### src/rtl/watch_set_ctrl.sv
// Key-driven time-setting controller: synchronises and debounces MODE/UP/EXIT,
// auto-repeats UP, and sequences RUN / SET_HOUR / SET_MIN with registered strobes.
module watch_set_ctrl #(
  parameter int CLK_FRE     = 27_000_000,
  parameter int DEBOUNCE_MS = 20,
  parameter int LONG_MS     = 1000,
  parameter int REPEAT_MS   = 200,
  parameter int TIMEOUT_S   = 30
) (
  input  logic       clk,
  input  logic       rstn,
  input  logic [2:0] key,
  output logic       run_en,
  output logic       hour_inc,
  output logic       min_inc,
  output logic       sec_clr,
  output logic [2:0] mode
);

  localparam int TICK_DIV = CLK_FRE / 1000;
  localparam int TW       = (TICK_DIV > 1) ? $clog2(TICK_DIV) : 1;
  localparam int DW       = $clog2(DEBOUNCE_MS + 1);
  localparam int HOLD_MAX = (LONG_MS > REPEAT_MS) ? LONG_MS : REPEAT_MS;
  localparam int HW       = $clog2(HOLD_MAX + 1);
  localparam int MSW      = $clog2(1000);
  localparam int SW       = $clog2(TIMEOUT_S + 1);

  // state    | meaning
  // S_RUN    | time counter runs, only MODE is honoured
  // S_HOUR   | counter frozen, UP bumps the hour
  // S_MIN    | counter frozen, UP bumps the minute; leaving clears seconds
  typedef enum logic [2:0] {
    S_RUN  = 3'b000,
    S_HOUR = 3'b001,
    S_MIN  = 3'b010
  } state_t;

  state_t          r_state, w_state_nxt;
  logic [TW-1:0]   r_tick_cnt;
  logic            w_tick;
  logic [2:0]      r_sync1, r_sync2, r_deb;
  logic [DW-1:0]   r_deb_cnt [3];
  logic [2:0]      w_deb_upd, w_press;
  logic [HW-1:0]   r_hold_cnt;
  logic            r_rep_phase, w_up_held, w_rep;
  logic [HW-1:0]   w_hold_last;
  logic [MSW-1:0]  r_ms_cnt;
  logic [SW-1:0]   r_sec_cnt;
  logic            w_timeout;
  logic            w_ev_exit, w_ev_mode, w_ev_up, w_ev_any;
  logic            w_hour_nxt, w_min_nxt, w_sec_nxt;
  logic            r_hour_inc, r_min_inc, r_sec_clr, r_run_en;

  assign w_tick = (r_tick_cnt == TW'(TICK_DIV - 1));

  always_ff @(posedge clk or negedge rstn) begin
    if (!rstn)       r_tick_cnt <= '0;
    else if (w_tick) r_tick_cnt <= '0;
    else             r_tick_cnt <= r_tick_cnt + 1'b1;
  end

  always_ff @(posedge clk or negedge rstn) begin
    if (!rstn) begin
      r_sync1 <= '1;
      r_sync2 <= '1;
    end else begin
      r_sync1 <= key;
      r_sync2 <= r_sync1;
    end
  end

  always_comb begin
    w_deb_upd = '0;
    w_press   = '0;
    for (int i = 0; i < 3; i++) begin
      w_deb_upd[i] = (r_sync2[i] != r_deb[i]) && w_tick &&
                     (r_deb_cnt[i] == DW'(DEBOUNCE_MS - 1));
      w_press[i]   = w_deb_upd[i] && r_deb[i];
    end
  end

  always_ff @(posedge clk or negedge rstn) begin
    if (!rstn) begin
      r_deb <= '1;
      for (int i = 0; i < 3; i++) r_deb_cnt[i] <= '0;
    end else begin
      for (int i = 0; i < 3; i++) begin
        if (r_sync2[i] == r_deb[i]) begin
          r_deb_cnt[i] <= '0;
        end else if (w_deb_upd[i]) begin
          r_deb_cnt[i] <= '0;
          r_deb[i]     <= r_sync2[i];
        end else if (w_tick) begin
          r_deb_cnt[i] <= r_deb_cnt[i] + 1'b1;
        end
      end
    end
  end

  // First repeat waits LONG_MS from the press, later ones REPEAT_MS apart.
  assign w_up_held   = ~r_deb[1];
  assign w_hold_last = r_rep_phase ? HW'(REPEAT_MS - 1) : HW'(LONG_MS - 1);
  assign w_rep       = w_up_held && w_tick && (r_hold_cnt == w_hold_last);

  always_ff @(posedge clk or negedge rstn) begin
    if (!rstn) begin
      r_hold_cnt  <= '0;
      r_rep_phase <= 1'b0;
    end else if (!w_up_held) begin
      r_hold_cnt  <= '0;
      r_rep_phase <= 1'b0;
    end else if (w_rep) begin
      r_hold_cnt  <= '0;
      r_rep_phase <= 1'b1;
    end else if (w_tick) begin
      r_hold_cnt  <= r_hold_cnt + 1'b1;
    end
  end

  assign w_ev_exit = w_press[2];
  assign w_ev_mode = w_press[0] && !w_press[2];
  assign w_ev_up   = (w_press[1] || w_rep) && !w_press[0] && !w_press[2];
  assign w_ev_any  = w_press[2] || w_press[0] || w_press[1] || w_rep;

  always_ff @(posedge clk or negedge rstn) begin
    if (!rstn) begin
      r_ms_cnt  <= '0;
      r_sec_cnt <= '0;
    end else if (r_state == S_RUN || w_ev_any) begin
      r_ms_cnt  <= '0;
      r_sec_cnt <= '0;
    end else if (w_tick) begin
      if (r_ms_cnt == MSW'(999)) begin
        r_ms_cnt <= '0;
        if (r_sec_cnt != SW'(TIMEOUT_S)) r_sec_cnt <= r_sec_cnt + 1'b1;
      end else begin
        r_ms_cnt <= r_ms_cnt + 1'b1;
      end
    end
  end

  assign w_timeout = w_tick && (r_ms_cnt == MSW'(999)) &&
                     (r_sec_cnt == SW'(TIMEOUT_S - 1));

  always_ff @(posedge clk or negedge rstn) begin
    if (!rstn) r_state <= S_RUN;
    else       r_state <= w_state_nxt;
  end

  always_comb begin
    w_state_nxt = r_state;
    w_hour_nxt  = 1'b0;
    w_min_nxt   = 1'b0;
    w_sec_nxt   = 1'b0;
    case (r_state)
      S_RUN: begin
        if (w_ev_mode) w_state_nxt = S_HOUR;
      end
      S_HOUR: begin
        if (w_ev_exit)      w_state_nxt = S_RUN;
        else if (w_ev_mode) w_state_nxt = S_MIN;
        else if (w_ev_up)   w_hour_nxt  = 1'b1;
        else if (w_timeout) w_state_nxt = S_RUN;
      end
      S_MIN: begin
        if (w_ev_exit || w_ev_mode || w_timeout) begin
          w_state_nxt = S_RUN;
          w_sec_nxt   = 1'b1;
        end else if (w_ev_up) begin
          w_min_nxt   = 1'b1;
        end
      end
      default: w_state_nxt = S_RUN;
    endcase
  end

  always_ff @(posedge clk or negedge rstn) begin
    if (!rstn) begin
      r_hour_inc <= 1'b0;
      r_min_inc  <= 1'b0;
      r_sec_clr  <= 1'b0;
      r_run_en   <= 1'b1;
    end else begin
      r_hour_inc <= w_hour_nxt;
      r_min_inc  <= w_min_nxt;
      r_sec_clr  <= w_sec_nxt;
      r_run_en   <= (w_state_nxt == S_RUN);
    end
  end

  assign hour_inc = r_hour_inc;
  assign min_inc  = r_min_inc;
  assign sec_clr  = r_sec_clr;
  assign run_en   = r_run_en;
  assign mode     = r_state;

endmodule

### config.mk
export PLATFORM = sky130hd
export DESIGN_NAME = watch_set_ctrl
export DESIGN_NICKNAME = d
export VERILOG_FILES = /design/src/rtl/watch_set_ctrl.sv
export SDC_FILE = /design/constraint.sdc
export NUM_CORES = 1
export LEC_CHECK = 0
export CAP_MARGIN = 10
export CORE_MARGIN = 2
export CORE_UTILIZATION = 40
export CTS_CLUSTER_DIAMETER = 30
export DETAILED_ROUTE_END_ITERATION = 16
export PLACE_DENSITY_LB_ADDON = 0.08
export SYNTH_ARGS = -nofsm -noshare
export SYNTH_HDL_FRONTEND = slang
export SYNTH_SLANG_ARGS = --single-unit
### constraint.sdc
create_clock -name clk -period 2.4 [get_ports clk]
set_input_delay 0.24 -clock clk [delete_from_list [all_inputs] [get_ports clk]]
set_output_delay 0.24 -clock clk [all_outputs]
set_load 0.005 [all_outputs]
* Word-level counts from Yosys, hierarchy flattened
Index checks and enable logic that the tools add are counted.
** Storage, ports and cells
- Flip-flop bits (word level) :: 72
- Output and inout bits :: 7
** Operators by class
- Reductions and logical operators :: 39
- Add/sub/neg operators :: 7
- Muxes and demuxes :: 38
- Bitwise gates (word level) :: 4
- Equal/unequal tests :: 16
** Operators with widths (count)
- $mux W10 :: 7
- $mux W5 :: 13
- $add A10 B1 Y10 const B :: 2
- $add A5 B1 Y5 const B :: 4
- $eq A5 B5 Y1 const B :: 4
- $mux W3 :: 6
- $logic_and A1 B1 Y1 :: 16
- $add A15 B1 Y15 const B :: 1
- $eq A15 B15 Y1 const B :: 1
- $mux W15 :: 1
- $reduce_bool A3 Y1 :: 4
- $eq A10 B10 Y1 :: 1
- $eq A10 B10 Y1 const B :: 1
- $mux W1 :: 10
- $pmux W3 S3 :: 1
- $reduce_bool A2 Y1 :: 4
- $logic_or A1 B1 Y1 :: 7
- $logic_not A3 Y1 :: 2
- $reduce_and A2 Y1 :: 3
- $ne A5 B5 Y1 const B :: 1
- $not A1 Y1 :: 4
- $eq A1 B1 Y1 :: 3
- $eq A3 B1 Y1 const B :: 1
- $eq A3 B2 Y1 const B :: 1
- other kinds (3) :: 6

* Depth between registers and ports, before layout
- Depth after elaboration :: 12
- Gate-level depth with buffers :: 8
- Gate-level depth less buffers :: 7

* Worst setup path before layout
Ideal clock, no wire load.
- Path type :: register to register
- From :: reg r_hold_cnt[5]
- To :: reg r_sec_cnt[4]
- Arrival :: 1.837 ns
- Data required time :: 2.274 ns
- Path slack :: 0.437 ns
- Stages on the path, launching flop included :: 7
- Path through :: dfrtp_1 > or4b_4 > a2111oi_4 > o21ai_1 > nand3b_2 > buf_4 > a21oi_1
** Between the ends
- Word-level cells in the longest chain between the ends :: 6
** Ends and longest elaborated chain
- start: declaration :: RTL line 44 : logic [HW-1:0] r_hold_cnt;
- start signal: assignment :: RTL line 116 : r_hold_cnt <= r_hold_cnt + 1'b1;
- $eq A10 B10 Y1 * :: RTL line 103 : assign w_rep = w_up_held && w_tick && (r_hold_cnt == w_hold_last);
- $logic_and A1 B1 Y1 * :: RTL line 103
- $logic_or A1 B1 Y1 * :: RTL line 123 : assign w_ev_any = w_press[2] || w_press[0] || w_press[1] || w_rep;
- $logic_or A1 B1 Y1 * :: RTL line 129 : end else if (r_state == S_RUN || w_ev_any) begin
- $reduce_bool A2 Y1 (no line)
- $reduce_and A3 Y1 (no line)
- end signal: assignment :: RTL line 135 : if (r_sec_cnt != SW'(TIMEOUT_S)) r_sec_cnt <= r_sec_cnt + 1'b1;
- end: declaration :: RTL line 48 : logic [SW-1:0] r_sec_cnt;
Mark *: on every way between the ends. The rest lies on a longest branch, timed or not.
A chain may end at the register's enable or synchronous reset.

* Final worst setup path
- From :: reg r_deb_cnt[10] (netlist bit)
- To :: reg r_ms_cnt[8]
** Between the ends
- Word-level cells in the longest chain between the ends :: 8
** Ends and longest elaborated chain
- start: declaration :: RTL line 42 : logic [DW-1:0] r_deb_cnt [3];
- start signal: indexed assignment :: RTL line 94 : r_deb_cnt[i] <= r_deb_cnt[i] + 1'b1;
- $eq A5 B5 Y1 * :: RTL line 77 : (r_deb_cnt[i] == DW'(DEBOUNCE_MS - 1));
- $logic_and A1 B1 Y1 * :: RTL line 76 : w_deb_upd[i] = (r_sync2[i] != r_deb[i]) && w_tick &&
- $logic_and A1 B1 Y1 * :: RTL line 78 : w_press[i] = w_deb_upd[i] && r_deb[i];
- $logic_or A1 B1 Y1 * (3 in a row) :: RTL line 123
- $logic_or A1 B1 Y1 * :: RTL line 129
- $mux W10 / $reduce_bool A2 Y1 (equally long branches)
- end signal: assignment :: RTL line 137 : r_ms_cnt <= r_ms_cnt + 1'b1;
- end: declaration :: RTL line 47 : logic [MSW-1:0] r_ms_cnt;
Marks and branches as above.

==> results.cfg <==
[status]
status = completed

[final_layout]
utilization = 0.472
diodes = 0
layout_common_cells = dfrtp_1 (62), nor2_1 (39), nand2_1 (29)
finalNetCount = 389
syn_to_final_growth_pct = 15.1
drive_above_1_share = 0.121
final_common_cell = dfrtp_1

[synthesis]
ys_seq_area_frac = 0.510
yosysUniqueCellTypes = 45
yosys_warnings = 0
synthXorXnorAreaFrac = 0.0739
synth_nets = 369
synth_top_area_cell = dfrtp_1
synthArstFlopShare = 1.00
synth_edf_count = 0
synth_area_leaders = dfrtp_1 (44%), dfstp_2 (7.4%), xor2_1 (4.4%), nor2_1 (4.1%), a21oi_1 (3.7%)
syn_inst = 355
synth_flop_cell = dfrtp_1
synth_compound_area_frac = 0.103
syn_area_um2 = 3560
synth_top_area_frac = 0.436
synth_mux_area_frac = 0.00633
yosys_register_bits = 72
synth_top_family_by_area = simple AND/OR/NAND/NOR gates
synth-adder-area-share = 0.0317
synthSimpleGateAreaFrac = 0.253
avgSynthCellArea_um2 = 10.0

[pwr]
power_w = 0.00240
power_density_nw_per_um2 = 586
ir_worst_vdd_uv = 322
p_leak_nw = 1.74

[clocking]
root_buffer = clkbuf_8
clk_latency_ns = 0.34
htree_num_levels = 3
cts_tree = built
cts_sinks = 72
cts_max_path_buffers = 2
clk_pin_slew_worst_paths_ns = 0.08
numCtsBuffers = 9

[global_routing]
grt-ovfl-total = 0
antenna_found_initial = 0
grt_pass1_wl_um = 11600
grt_usage = 0.148
grt_pass1_vias = 2452
grt_max_degree = 39

[timing]
skew_ns = 0.00583
setup_viol = 0
hold_violations = 0
fmax_mhz = 454
fin_crit_sh = 0.919
period_minus_slack_ns = 2.20
slew_headroom = 0.634
worstMarginPinSlew_ns = 0.543
drv_slew = 0

[placed_design]
portBuffers = 11
place_hpwl_um = 4540
gp_congestion = 0.758

[detailed_routing]
wl_per_cell_um = 13.8
ant_nets = 0
via_per_inst = 5.24
drt_iter0_markers = 54
finalWirelength_um = 6740
route.detailed.drc = 0
vias = 2557
dr.pass1.iters = 4

[floorplan]
initial_core_util = 0.410
dieArea_um2 = 9660
core_um2 = 8680
die_x_um = 98.3
fp.dieH_um = 98.3
pin_count = 12
num_rows = 34

[worst_setup_path]
worstPathArrival_ns = 2.45
path_max_fanout = 15
start_kind = flop
worstPathRequired_ns = 2.64
critPathKind = reg -> reg
critPathCaptureType = flop

[worst_hold_path]
hold_class = in -> reg

[job]
cap_violations = 0
-- final timing paths --
check	slack [ns]	end	cells after the start	start
setup reg to reg	0.20	r_ms_cnt[8]	7	r_deb_cnt[10]
setup / recovery	0.20	r_ms_cnt[8]	7	r_deb_cnt[10]
hold reg to reg	0.36	r_sync2[2]	0	r_sync1[2]
hold / removal	0.30	r_sync1[0]	1	key[0]
min in group asynchronous	0.41	hour_inc	2	rstn
max in group asynchronous	1.29	r_sync1[1]	3	rstn
-- repair_timing --
action / CTS / global route
gates resized for setup: 0 / 1
hold buffers: 1 / 0
hold endpoints to repair: 28 / 0
endpoints found under the setup margin: 0 / 3
setup buffers: 0 / 0
-- registers in the layout (all words and copies together) (netlist names) --
register	flops
r_sync1	3
r_deb	3
hour_inc	1
r_hold_cnt	10
r_ms_cnt	10
mode	3
r_rep_phase	1
r_sec_cnt	5
r_tick_cnt	15
run_en	1
sec_clr	1
min_inc	1
r_sync2	3
r_deb_cnt	15
-- per-stage QoR --
stage	instance area [µm²]	TNS, ns	setup WS (ns)	hold WS (ns)	std cells
after floorplan	3560	0	0.437	-0.0556	355
after global placement	3830	0	0.219	0.246	471
after detailed placement	3830	0	0.127	0.244	471
after CTS	4090	0	0.126	0.290	488
after global routing	4090	-0.0653	-0.0358	0.286	488
final	4090	0	0.195	0.300	488
-- power by group --
group | switching [W] | internal (W)
Clock | 0.000451 | 0.000671
Combinational | 0.0000335 | 0.0000145
Sequential | 0.00000469 | 0.00122
-- per-layer routing --
| layer | wire [µm] | vias to the layer above | part of all wire | track usage |
|---|---|---|---|---|
| li1 | - | 1310 | - | - |
| met1 | 3440 | 1211 | 0.51 | 0.200 |
| met2 | 3040 | 26 | 0.45 | 0.232 |
| met3 | 161 | 10 | 0.024 | 0.0301 |
| met4 | 92 | 0 | 0.014 | 0.0643 |
| met5 | 0 | - | 0 | 0 |
-- logic make-up (layout without fill, tap and decap cells) --
| family | after synthesis | after routing |
|---|---|---|
| muxes | 2 | 2 |
| DFF | 72 | 72 |
| buffers and inverters | 18 | 43 |
| AOI/OAI and AO/OA | 59 | 59 |
| other | 1 | 1 |
| adders and majority gates | 9 | 9 |
| and+or+nand+nor | 164 | 164 |
| xor gates and xnor gates | 30 | 30 |
-- critical path, cell delays in order, from the launching register on --
cell and delay (ns):
dfrtp_1 0.41, ha_1 0.22, nor4bb_1 0.13, buf_4 0.15
and3b_1 0.19, o21ai_0 0.45, nand3b_4 0.29, a311oi_1 0.27
-- area by class of cell --
| class | instances | area [µm²] |
|---|---|---|
| multi-input combinational | 265 | 1680 |
| tap | 108 | 135 |
| clock buffer | 12 | 165 |
| sequential | 72 | 1810 |
| fill | 832 | 4580 |
| inverter | 7 | 26.3 |
| timing repair buffer | 20 | 203 |
| clock inverter | 4 | 75.1 |
-- cells in the mapped netlist (all sizes together) (5+ instances only) --
| master | n |
|---|---|
| a21oi | 26 |
| and3 | 5 |
| buf | 5 |
| clkbuf | 6 |
| dfrtp | 62 |
| dfstp | 10 |
| ha | 9 |
| inv | 7 |
| nand2 | 29 |
| nand3 | 13 |
| nand4 | 14 |
| nor2 | 39 |
| nor2b | 7 |
| nor3 | 12 |
| o2111ai | 5 |
| o21ai | 18 |
| or2 | 5 |
| or3 | 8 |
| xnor2 | 12 |
| xor2 | 18 |
Note: power is estimated with default switching activity, not from simulation.
